==> config.mk <==
export PLATFORM = sky130hd
export DESIGN_NAME = tm1638_board_scanner
export DESIGN_NICKNAME = d
export VERILOG_FILES = /design/src/rtl/tm1638_board_scanner.sv
export SDC_FILE = /design/constraint.sdc
export NUM_CORES = 1
export LEC_CHECK = 0
export CORE_MARGIN = 10
export CORE_UTILIZATION = 39
export DETAILED_ROUTE_END_ITERATION = 6
export GPL_ROUTABILITY_DRIVEN = 0
export HOLD_SLACK_MARGIN = 0.12
export SYNTH_ARGS = -nofsm -noshare
export SYNTH_HDL_FRONTEND = slang
export SYNTH_SLANG_ARGS = --single-unit
==> constraint.sdc <==
create_clock -name clock -period 9.02 [get_ports clock]
set_input_delay 1.353 -clock clock [delete_from_list [all_inputs] [get_ports clock]]
set_output_delay 1.353 -clock clock [all_outputs]
set_load 0.05 [all_outputs]
==> src/rtl/tm1638_board_scanner.sv <==
// TM1638 LED&KEY board controller: refreshes digits, LEDs and brightness every frame
// and reads the eight board keys back through the shared DIO pin.
module tm1638_board_scanner #(
    parameter int CLK_DIV    = 8,
    parameter int N_DIGITS   = 8,
    parameter int READ_WAIT  = 16,
    parameter int GAP_CYCLES = 16
) (
    input  logic                    clock,
    input  logic                    reset,
    input  logic [8*N_DIGITS-1:0]   digits,
    input  logic [N_DIGITS-1:0]     leds,
    input  logic [2:0]              brightness,
    input  logic                    display_on,
    output logic [7:0]              keys,
    output logic                    keys_valid,
    output logic                    frame_done,
    output logic                    tm1638_clk,
    output logic                    tm1638_stb,
    input  logic                    tm1638_dio_in,
    output logic                    tm1638_dio_out,
    output logic                    tm1638_dio_out_en
);

    localparam int BYTE_W   = $clog2(2*N_DIGITS+2);
    localparam int DIV_W    = $clog2(CLK_DIV+1);
    localparam int WAIT_MAX = (READ_WAIT > GAP_CYCLES) ? READ_WAIT : GAP_CYCLES;
    localparam int WAIT_W   = $clog2(WAIT_MAX+1);

    localparam logic [DIV_W-1:0]  DIV_LOAD  = DIV_W'(CLK_DIV-1);
    localparam logic [WAIT_W-1:0] GAP_LOAD  = WAIT_W'(GAP_CYCLES-1);
    localparam logic [WAIT_W-1:0] RW_LOAD   = WAIT_W'((READ_WAIT > 0) ? READ_WAIT-1 : 0);
    localparam logic [BYTE_W-1:0] LAST_T2   = BYTE_W'(2*N_DIGITS);
    localparam logic [BYTE_W-1:0] BYTE_ONE  = BYTE_W'(1);
    localparam logic [BYTE_W-1:0] BYTE_RD_LAST = BYTE_W'(3);

    localparam logic [2:0] ST_GAP       = 3'd0;
    localparam logic [2:0] ST_START     = 3'd1;
    localparam logic [2:0] ST_SHIFT_OUT = 3'd2;
    localparam logic [2:0] ST_RD_WAIT   = 3'd3;
    localparam logic [2:0] ST_SHIFT_IN  = 3'd4;
    localparam logic [2:0] ST_STOP      = 3'd5;

    logic [2:0]              state_r;
    logic [1:0]              txn_r;
    logic [BYTE_W-1:0]       byte_r;
    logic [2:0]              bit_r;
    logic [DIV_W-1:0]        div_r;
    logic [WAIT_W-1:0]       wait_r;
    logic [8*N_DIGITS-1:0]   dig_r;
    logic [N_DIGITS-1:0]     led_r;
    logic [7:0]              disp_r;
    logic [7:0]              keys_sh_r;
    logic [7:0]              keys_r;
    logic                    keys_valid_r;
    logic                    frame_done_r;
    logic                    clk_r;
    logic                    stb_r;
    logic                    dio_r;
    logic                    dio_en_r;

    logic [BYTE_W-1:0]       idx_s;
    logic [BYTE_W-1:0]       last_s;
    logic [7:0]              cur_byte_s;
    logic [2:0]              nxt_bit_s;

    // Byte idx of transaction txn, taken from the frame snapshot.
    function automatic logic [7:0] byte_of(
        input logic [1:0]              txn,
        input logic [BYTE_W-1:0]       idx,
        input logic [8*N_DIGITS-1:0]   dig,
        input logic [N_DIGITS-1:0]     led,
        input logic [7:0]              disp
    );
        logic [BYTE_W-1:0]     j;
        logic [8*N_DIGITS-1:0] dsh;
        logic [N_DIGITS-1:0]   lsh;
        logic [7:0]            r;
        j   = idx - BYTE_ONE;
        dsh = dig >> {j[BYTE_W-1:1], 3'b000};
        lsh = led >> j[BYTE_W-1:1];
        case (txn)
            2'd0: r = 8'h40;
            2'd1: begin
                if (idx == '0) begin
                    r = 8'hC0;
                end else if (j[0] == 1'b0) begin
                    r = dsh[7:0];
                end else begin
                    r = {7'b0000000, lsh[0]};
                end
            end
            2'd2: r = disp;
            2'd3: r = 8'h42;
            default: r = 8'h42;
        endcase
        return r;
    endfunction

    // At the last bit of a byte, look ahead so the next byte's bit 0 is ready when clk falls.
    always_comb begin
        idx_s = byte_r;
        if (state_r == ST_SHIFT_OUT && bit_r == 3'd7) begin
            idx_s = byte_r + BYTE_ONE;
        end else begin
            idx_s = byte_r;
        end
        last_s     = (txn_r == 2'd1) ? LAST_T2 : '0;
        cur_byte_s = byte_of(txn_r, idx_s, dig_r, led_r, disp_r);
        nxt_bit_s  = (bit_r == 3'd7) ? 3'd0 : bit_r + 3'd1;
    end

    // Frame sequencer: drives the serial pins and collects key bits.
    always_ff @(posedge clock) begin
        if (reset) begin
            state_r      <= ST_GAP;
            txn_r        <= 2'd0;
            byte_r       <= '0;
            bit_r        <= 3'd0;
            div_r        <= '0;
            wait_r       <= GAP_LOAD;
            dig_r        <= '0;
            led_r        <= '0;
            disp_r       <= 8'h80;
            keys_sh_r    <= 8'h00;
            keys_r       <= 8'h00;
            keys_valid_r <= 1'b0;
            frame_done_r <= 1'b0;
            clk_r        <= 1'b1;
            stb_r        <= 1'b1;
            dio_r        <= 1'b1;
            dio_en_r     <= 1'b0;
        end else begin
            keys_valid_r <= 1'b0;
            frame_done_r <= 1'b0;
            case (state_r)
                ST_GAP: begin
                    if (txn_r == 2'd0 && wait_r == GAP_LOAD) begin
                        dig_r  <= digits;
                        led_r  <= leds;
                        disp_r <= display_on ? {5'b10001, brightness} : 8'h80;
                    end
                    if (wait_r == '0) begin
                        state_r  <= ST_START;
                        stb_r    <= 1'b0;
                        dio_en_r <= 1'b1;
                        div_r    <= DIV_LOAD;
                        byte_r   <= '0;
                        bit_r    <= 3'd7;
                    end else begin
                        wait_r <= wait_r - WAIT_W'(1);
                    end
                end
                ST_START: begin
                    if (div_r == '0) begin
                        state_r <= ST_SHIFT_OUT;
                        clk_r   <= 1'b0;
                        dio_r   <= cur_byte_s[nxt_bit_s];
                        bit_r   <= nxt_bit_s;
                        div_r   <= DIV_LOAD;
                    end else begin
                        div_r <= div_r - DIV_W'(1);
                    end
                end
                ST_SHIFT_OUT: begin
                    if (div_r != '0) begin
                        div_r <= div_r - DIV_W'(1);
                    end else if (!clk_r) begin
                        clk_r <= 1'b1;
                        div_r <= DIV_LOAD;
                    end else if (bit_r != 3'd7) begin
                        clk_r <= 1'b0;
                        dio_r <= cur_byte_s[nxt_bit_s];
                        bit_r <= nxt_bit_s;
                        div_r <= DIV_LOAD;
                    end else if (txn_r == 2'd3) begin
                        state_r  <= ST_RD_WAIT;
                        dio_en_r <= 1'b0;
                        wait_r   <= RW_LOAD;
                    end else if (byte_r != last_s) begin
                        byte_r <= byte_r + BYTE_ONE;
                        clk_r  <= 1'b0;
                        dio_r  <= cur_byte_s[nxt_bit_s];
                        bit_r  <= nxt_bit_s;
                        div_r  <= DIV_LOAD;
                    end else begin
                        state_r <= ST_STOP;
                        div_r   <= DIV_LOAD;
                    end
                end
                ST_RD_WAIT: begin
                    if (wait_r == '0) begin
                        state_r <= ST_SHIFT_IN;
                        clk_r   <= 1'b0;
                        div_r   <= DIV_LOAD;
                        bit_r   <= 3'd0;
                        byte_r  <= '0;
                    end else begin
                        wait_r <= wait_r - WAIT_W'(1);
                    end
                end
                ST_SHIFT_IN: begin
                    if (div_r != '0) begin
                        div_r <= div_r - DIV_W'(1);
                    end else if (!clk_r) begin
                        clk_r <= 1'b1;
                        div_r <= DIV_LOAD;
                    end else begin
                        // Only bits 0 and 4 of each read byte carry keys on this board.
                        if (bit_r == 3'd0) begin
                            keys_sh_r[{1'b0, byte_r[1:0]}] <= tm1638_dio_in;
                        end else if (bit_r == 3'd4) begin
                            keys_sh_r[{1'b1, byte_r[1:0]}] <= tm1638_dio_in;
                        end else begin
                            keys_sh_r <= keys_sh_r;
                        end
                        if (bit_r != 3'd7) begin
                            bit_r <= nxt_bit_s;
                            clk_r <= 1'b0;
                            div_r <= DIV_LOAD;
                        end else if (byte_r != BYTE_RD_LAST) begin
                            byte_r <= byte_r + BYTE_ONE;
                            bit_r  <= 3'd0;
                            clk_r  <= 1'b0;
                            div_r  <= DIV_LOAD;
                        end else begin
                            state_r  <= ST_STOP;
                            dio_en_r <= 1'b1;
                            div_r    <= DIV_LOAD;
                        end
                    end
                end
                ST_STOP: begin
                    if (div_r == '0) begin
                        state_r  <= ST_GAP;
                        stb_r    <= 1'b1;
                        clk_r    <= 1'b1;
                        dio_r    <= 1'b1;
                        dio_en_r <= 1'b0;
                        wait_r   <= GAP_LOAD;
                        if (txn_r == 2'd3) begin
                            txn_r        <= 2'd0;
                            keys_r       <= keys_sh_r;
                            keys_valid_r <= 1'b1;
                            frame_done_r <= 1'b1;
                        end else begin
                            txn_r <= txn_r + 2'd1;
                        end
                    end else begin
                        div_r <= div_r - DIV_W'(1);
                    end
                end
                default: begin
                    state_r  <= ST_GAP;
                    txn_r    <= 2'd0;
                    wait_r   <= GAP_LOAD;
                    clk_r    <= 1'b1;
                    stb_r    <= 1'b1;
                    dio_r    <= 1'b1;
                    dio_en_r <= 1'b0;
                end
            endcase
        end
    end

    assign keys              = keys_r;
    assign keys_valid        = keys_valid_r;
    assign frame_done        = frame_done_r;
    assign tm1638_clk        = clk_r;
    assign tm1638_stb        = stb_r;
    assign tm1638_dio_out    = dio_r;
    assign tm1638_dio_out_en = dio_en_r;

endmodule

==> results.tsv, run 1 <==
metric	value	unit
clock_latency	0.43	ns
rsz0062_at_grt	false	
crit_slowest_cell	xor2_4	
die_h	146	um
start_util	40.2	%
peakVddDrop	0.000159	V
post_cts.repair.setup_buffers	0	
critical_path_arrival	4.58	ns
num_antenna_cells	0	
crit_path_frequent_cell	ha_1	
cts_sinks	119	
slew_headroom	21.8	%
htree_num_levels	4	
fin_util	50.2	%
fillers	1483	
async_flop_share	0	%
cts_buffer_depth	2	
first_pass_iters	7	
wirelength	16800	um
rows	45	
period_needed	4.28	ns
grt_overflow	0	
crit_required	9.33	ns
fin_crit_sh	47.4	%
tightestPinTransition	1.17	ns
cp.buffers_inverters	0	
cts_resized	0	
multi_input_area	3450	um^2
root_buffer	clkbuf_16	
drive_gt1_share	7.55	%
critPathLaunch	bit_r[0]$_SDFFE_PP0P_	
critPathKind	flop to flop	
cp_max_fo	27	
p_leak	2.86	nW
regArea	2380	um^2
hpwl	12100	um
antenna_found_initial	0	
min-delay-start	dig_r[41]$_SDFFE_PP0P_	
fmax	0.234	GHz
via_per_inst	5.22	
ys_seq_elements	119	
die_area	21200	um^2
wire_per_inst	15.9	um
grt_usage	15.8	%
layout_setup_ws	4.74	ns
ys.flop_type	dfxtp_1	
path_cells	ha_1 -> ha_1 -> nor4bb_4 -> and3_1 -> a211o_4 -> xor2_4 -> mux4_2 -> nor2_1 -> o2111ai_1 -> a2111oi_2 -> a31oi_1	
skew	0.00696	ns
die_x	146	um
hold_viol_final	0	
finalSetupTns	0	ns
cts_tree	yes	
drv_slew	0	
nNetsFinal	930	
clk_pin_slew	0.06	ns
ys_seq_area_share	38.7	%
max_stage_delay	0.76	ns
synth_nets	872	
grt_max_degree	114	
ys_warn_count	0	
grt_pass1_wl	27600	um
setup_violations	0	
via_count	5524	
cts_buffers	17	
end_kind	flop	
final_cell_mix	nand2_1, dfxtp_1, a21oi_1, clkdlybuf4s50_1, nor2_1	
grt_pass1_vias	5540	
syn_to_final_growth	24.9	%
power_density	260	nW/um^2
synth_cell_types	65	
post-place-ws	4.76	ns
place.port_buffers	92	
syn_avg_cell_area	7.92	um^2
synth_edf_count	0	
reg2reg_from	bit_r[0]$_SDFFE_PP0P_	
worstSetupStartpointType	flop	
synth_cells	777	
crit_family	simple AND/OR/NAND/NOR gates	
mostFrequentLayoutCell	nand2_1	
hold_class	flop to flop	
design.core.area	15300	um^2
synth_area	6150	um^2
ant_nets	0	
postCtsHoldBufs	0	
first_iter_violations	403	
drcViolationCount	0	
outcome	finished, final reports clean	
max_cap_violations	0	
power	2.00	mW
ioPinCount	93	
[synth_stat cells, drive strengths merged (5+ instances only)]
cell | instances | area (um^2)
a211o | 5 | 52.6
a211oi | 5 | 37.5
a21oi | 118 | 591
a31oi | 6 | 37.5
and2 | 8 | 50.1
buf | 13 | 100
clkbuf | 43 | 161
dfxtp | 119 | 2380
ha | 16 | 200
inv | 19 | 71.3
mux2i | 30 | 300
mux4 | 9 | 203
nand2 | 193 | 724
nand2b | 5 | 31.3
nand3 | 16 | 80.1
nor2 | 46 | 175
nor2b | 10 | 62.6
nor3 | 14 | 70.1
o211ai | 5 | 37.5
o21ai | 26 | 130
xnor2 | 9 | 86.3
[worst paths after layout]
| kind | endpoint | slack, ns | cells past startpoint |
|---|---|---|---|
| setup reg to reg | tm1638_dio_out$_SDFFE_PP1P_ | 4.74 | 11 |
| hold reg to reg | dig_r[41]$_SDFFE_PP0P_ | 0.45 | 2 |
| setup / recovery | tm1638_dio_out$_SDFFE_PP1P_ | 4.74 | 11 |
| hold / removal | dig_r[41]$_SDFFE_PP0P_ | 0.45 | 2 |
[state kept, by name (all words and copies together) (netlist names), 4 cells and up]
name       cells
dig_r         64
byte_r         5
keys           8
wait_r         5
div_r          4
keys_sh_r      8
disp_r         4
led_r          8
[worst reg2reg max path: stages, from the launching register on]
cell and delay (ns):
dfxtp_1 0.38, ha_1 0.17, ha_1 0.42, nor4bb_4 0.68, and3_1 0.29, a211o_4 0.14
xor2_4 0.76, mux4_2 0.62, nor2_1 0.10, o2111ai_1 0.13, a2111oi_2 0.34, a31oi_1 0.12
[where the power goes]
group	switching, mW	total, mW	internal, mW
clock	0.255	0.652	0.396
sequential	0.0974	0.759	0.661
combinational	0.372	0.589	0.217
[kinds of logic (layout without fill, tap and decap cells)]
family	Yosys count	in the layout	synth area share (%)
and+or+nand+nor	322	322	23.7
AOI/OAI and AO/OA	190	190	17.9
DFF	119	119	38.7
buffers and inverters	75	146	5.41
muxes	43	43	8.91
adders and majority gates	16	16	3.25
xor gates and xnor gates	12	12	2.14
[layout make-up]
type	instances	share of cell area, %
clock inverters	12	1.56
repair buffers	95	12.2
inverters	19	0.928
multi-input cells	583	44.9
flip-flops and latches	119	31.0
clock buffers	20	5.94
well taps	211	3.43
[routing by layer]
metal	share of wire [%]	vias to the layer above	global-route usage, %	wire, um
li1	-	2789	-	-
met1	43	2548	18.6	7200
met2	49	162	25.7	8150
met3	6.8	25	5.34	1150
met4	1.7	0	6.22	291
met5	0	-	0	0
[metrics by stage]
step / instance area, um^2 / cells / hold slack [ns]
after floorplan: 6150 / 777 / 0.432
after global placement: 7110 / 1027 / 0.442
after detailed placement: 7110 / 1027 / 0.447
after CTS: 7690 / 1059 / 0.455
after global routing: 7690 / 1059 / 0.470
final: 7690 / 1059 / 0.453
(Power assumes the default switching activity.)
==> run 2: changes to the inputs <==
clock period = 4.4 ns   (was 9.02 ns; I/O delays follow)
==> results.tsv, run 2 (synthesis gave the netlist of run 1 again) <==
metric	value	unit
clock_latency	0.43	ns
tightestPinTransition	1.09	ns
worstSetupStartpointType	flop	
via_per_inst	5.34	
die_area	21200	um^2
cp_max_fo	12	
cts_tree	yes	
postCtsHoldBufs	0	
reg2reg_to	tm1638_dio_out$_SDFFE_PP1P_	
stdcell_area	7790	um^2
wire_per_inst	16.1	um
worstHoldEndpoint	dig_r[15]$_SDFFE_PP0P_	
period_needed	4.00	ns
start_util	40.2	%
wirelength	17200	um
drive_gt1_share	8.41	%
die_x	146	um
hold_viol_final	0	
fmax	0.250	GHz
post_cts.repair.setup_buffers	0	
grt_pass1_vias	5616	
placed_cells	1035	
die_h	146	um
first_pass_iters	6	
cts_buffers	17	
finalSetupTns	0	ns
peakVddDrop	0.000414	V
end_kind	flop	
first_iter_violations	435	
fin_crit_sh	90.9	%
critPathKind	flop to flop	
htree_num_levels	4	
fillers	1472	
hold_class	flop to flop	
post-place-ws	0.432	ns
design.core.area	15300	um^2
slew_headroom	27.2	%
stdcell_count	1067	
power_density	546	nW/um^2
skew	0.00572	ns
drcViolationCount	0	
mostFrequentLayoutCell	nand2_1	
largest_reg_flops	64	
grt_overflow	0	
root_buffer	clkbuf_16	
ant_nets	0	
place.port_buffers	92	
nNetsFinal	938	
grt_pass1_wl	28400	um
crit_required	4.70	ns
holdWs	0.453	ns
top_register	dig_r	
via_count	5694	
placed_cell_area	7170	um^2
hpwl	12700	um
syn_to_final_growth	26.6	%
layout_setup_ws	0.402	ns
r2r_slack	0.40	ns
grt_max_degree	77	
rsz0062_at_grt	false	
cts_sinks	119	
antenna_found_initial	0	
cts_resized	0	
hold_path_depth	2	
grt_usage	16.3	%
num_antenna_cells	0	
power	4.25	mW
critical_path_arrival	4.30	ns
r2r_cells	12	
reg2reg_from	bit_r[0]$_SDFFE_PP0P_	
setup_violations	0	
final_cell_mix	nand2_1, dfxtp_1, a21oi_1, clkdlybuf4s50_1, nor2_1	
outcome	finished, final reports clean	
drv_slew	0	
fin_util	50.9	%
ioPinCount	93	
clk_pin_slew	0.06	ns
cts_buffer_depth	2	
min-delay-start	dig_r[15]$_SDFFE_PP0P_	
rows	45	
p_leak	2.92	nW
max_cap_violations	0	
## run 2: per-layer routing
layer | global-route usage [%] | wire [um] | vias to the layer above
met5 | 0 | 0 | -
met4 | 6.93 | 388 | 0
met3 | 5.87 | 1240 | 35
met2 | 26.2 | 8170 | 195
met1 | 19.1 | 7400 | 2651
li1 | - | - | 2813
## run 2: critical path: stages, from the launching register on
cell and delay, ns:
dfxtp_1 0.37, ha_1 0.17, ha_1 0.41, nor4bb_4 0.70
mux2i_1 0.30, o22ai_2 0.11, xnor2_2 0.66, buf_4 0.25
nand2_1 0.05, o221ai_1 0.22, o2111ai_1 0.17, a2111oi_2 0.34
a31oi_1 0.12
## run 2: power by group
| part | total (mW) | internal (mW) | switching, mW |
|---|---|---|---|
| clock network | 1.45 | 0.927 | 0.525 |
| registers | 1.55 | 1.36 | 0.199 |
| logic | 1.25 | 0.459 | 0.787 |
| total | 4.25 | 2.74 | 1.51 |
## run 2: area by class of cell
type                            count  area, um^2  area share (%)
Clock buffer                       20         457            5.86
Clock inverter                     12         164            2.10
Inverter                           19        71.3           0.916
Multi-Input combinational cell    583        3450            44.3
Sequential cell                   119        2380            30.6
Tap cell                          211         264            3.39
Timing Repair Buffer              103        1000            12.8
## run 2: worst max-delay path by stage
stage / start / endpoint / slack (ns) / cells after the start
2_1_floorplan: byte_r[0]$_SDFFE_PP0P_ / tm1638_dio_out$_SDFFE_PP1P_ / 1.22 / 12
3_3_place_gp: bit_r[0]$_SDFFE_PP0P_ / tm1638_dio_out$_SDFFE_PP1P_ / 0.60 / 12
3_5_place_dp: bit_r[0]$_SDFFE_PP0P_ / tm1638_dio_out$_SDFFE_PP1P_ / 0.43 / 12
4_1_cts: bit_r[0]$_SDFFE_PP0P_ / tm1638_dio_out$_SDFFE_PP1P_ / 0.41 / 12
5_1_grt: bit_r[1]$_SDFFE_PP0P_ / tm1638_dio_out$_SDFFE_PP1P_ / 0.08 / 11
6_report: bit_r[0]$_SDFFE_PP0P_ / tm1638_dio_out$_SDFFE_PP1P_ / 0.40 / 12
==> run 3: changes to the inputs <==
clock period = 3.46 ns   (was 4.4 ns; I/O delays follow)
==> results.tsv, run 3 (synthesis gave the netlist of run 1 again) <==
metric	value	unit
p_leak	3.03	nW
mostFrequentLayoutCell	nand2_1	
top_register	dig_r	
holdWs	0.456	ns
grt_max_degree	77	
r2r_slack	0.14	ns
worstHoldEndpoint	keys_sh_r[7]$_SDFFE_PP0P_	
setup_violations	0	
syn_to_final_growth	30.0	%
ant_nets	0	
grt_usage	16.3	%
grt_overflow	0	
die_h	146	um
wl_met3	1080	um
wirelength	17400	um
r2r_cells	12	
cts_tree	yes	
clock_latency	0.42	ns
num_antenna_cells	0	
die_area	21200	um^2
hold_viol_final	0	
cts_sinks	119	
max_cap_violations	0	
layout_setup_ws	0.143	ns
start_util	40.2	%
fin_crit_sh	95.9	%
reg2reg_from	bit_r[0]$_SDFFE_PP0P_	
grt_pass1_wl	28800	um
postCtsHoldBufs	0	
grt_pass1_vias	5758	
placed_cells	1043	
period_needed	3.32	ns
cts_buffer_depth	2	
largest_reg_flops	64	
via_count	5736	
hpwl	12600	um
min-delay-start	keys_sh_r[7]$_SDFFE_PP0P_	
wl_met2	8540	um
post-place-ws	0.0685	ns
outcome	finished, final reports clean	
place.port_buffers	92	
path_cells	ha_1 -> ha_1 -> nor4bb_4 -> buf_4 -> and3_1 -> a211o_4 -> xor2_4 -> mux4_2 -> nor2_1 -> o2111ai_2 -> a2111oi_4 -> a31oi_1	
critPathKind	flop to flop	
via_per_inst	5.30	
first_iter_violations	358	
highest_layer	met4	
cts_buffers	17	
worstSetupStartpointType	flop	
fmax	0.301	GHz
crit_family	compound AO/OA/AOI/OAI gates	
skew	0.00807	ns
ioPinCount	93	
drcViolationCount	0	
cp_max_fo	7	
antenna_found_initial	0	
end_kind	flop	
fillers	1453	
slew_headroom	49.9	%
peakVddDrop	0.000696	V
hold_class	flop to flop	
rows	45	
die_x	146	um
clk_pin_slew	0.06	ns
reg2reg_to	tm1638_dio_out$_SDFFE_PP1P_	
wire_per_inst	16.1	um
tightestPinTransition	0.752	ns
design.core.area	15300	um^2
stdcell_count	1082	
root_buffer	clkbuf_16	
max_stage_delay	0.54	ns
nNetsFinal	953	
met1_length	7560	um
crit_path_frequent_cell	ha_1	
hold_path_depth	2	
cp.buffers_inverters	1	
critical_path_arrival	3.61	ns
htree_num_levels	4	
drive_gt1_share	10.8	%
final_cell_mix	nand2_1, a21oi_1, dfxtp_1, clkdlybuf4s50_1, nor2_1	
drv_slew	0	
crit_slowest_cell	mux4_2	
power_density	677	nW/um^2
crit_required	3.75	ns
first_pass_iters	7	
## run 3: worst reg2reg max path: cells and delay by family, from the launching register on
| family | cells | cell delay (ns) |
|---|---|---|
| adders and majority gates | 2 | 0.38 |
| AOI/OAI and AO/OA | 4 | 1.01 |
| DFF | 1 | 0.34 |
| and+or+nand+nor | 3 | 0.49 |
| xor gates and xnor gates | 1 | 0.28 |
| buffers and inverters | 1 | 0.16 |
| muxes | 1 | 0.54 |
## run 3: layout make-up
type	count	area, um^2	share of cell area (%)
Multi-Input combinational cell	583	3500	43.7
Tap cell	211	264	3.30
Inverter	19	71.3	0.892
Clock inverter	13	169	2.11
Clock buffer	19	453	5.66
Sequential cell	119	2380	29.8
Timing Repair Buffer	118	1160	14.5
## run 3: routing by layer
layer | up-vias | GRT usage, %
li1 | 2840 | -
met1 | 2705 | 19.3
met2 | 173 | 27.1
met3 | 18 | 5.59
met4 | 0 | 5.31
met5 | - | 0
## run 3: what timing repair did
item,in CTS,in global routing
endpoints found under the setup margin,0,1
buffers inserted,0,6
hold endpoints to repair,0,0
resized for setup,0,10
## run 3: power breakdown
part           total [mW]  internal, mW  leakage (nW)  switching (mW)
Sequential           1.97          1.73         0.974           0.244
Clock                1.84          1.18         0.293           0.663
Combinational        1.60         0.600          1.76            1.00
## run 3: how the worst max path moves through the flow
| stage | startpoint | endpoint | slack [ns] | cells after the start |
|---|---|---|---|---|
| after CTS | bit_r[0]$_SDFFE_PP0P_ | tm1638_dio_out$_SDFFE_PP1P_ | 0.04 | 12 |
| after global placement | bit_r[0]$_SDFFE_PP0P_ | tm1638_dio_out$_SDFFE_PP1P_ | 0.22 | 12 |
| after global routing | bit_r[0]$_SDFFE_PP0P_ | tm1638_dio_out$_SDFFE_PP1P_ | -0.04 | 15 |
| final | bit_r[0]$_SDFFE_PP0P_ | tm1638_dio_out$_SDFFE_PP1P_ | 0.14 | 12 |
| after detailed placement | bit_r[0]$_SDFFE_PP0P_ | tm1638_dio_out$_SDFFE_PP1P_ | 0.07 | 12 |
| after floorplan | byte_r[0]$_SDFFE_PP0P_ | tm1638_dio_out$_SDFFE_PP1P_ | 0.28 | 12 |
## run 3: stage by stage
stage	setup TNS [ns]	total power [mW]	utilization (%)	instance area, um^2
2_1_floorplan	0	3.09	-	6150
3_3_place_gp	0	3.55	47.4	7250
3_5_place_dp	0	3.60	47.4	7250
4_1_cts	0	5.47	51.4	7880
5_1_grt	-0.0406	5.77	52.2	8000
6_report	0	5.41	52.2	8000
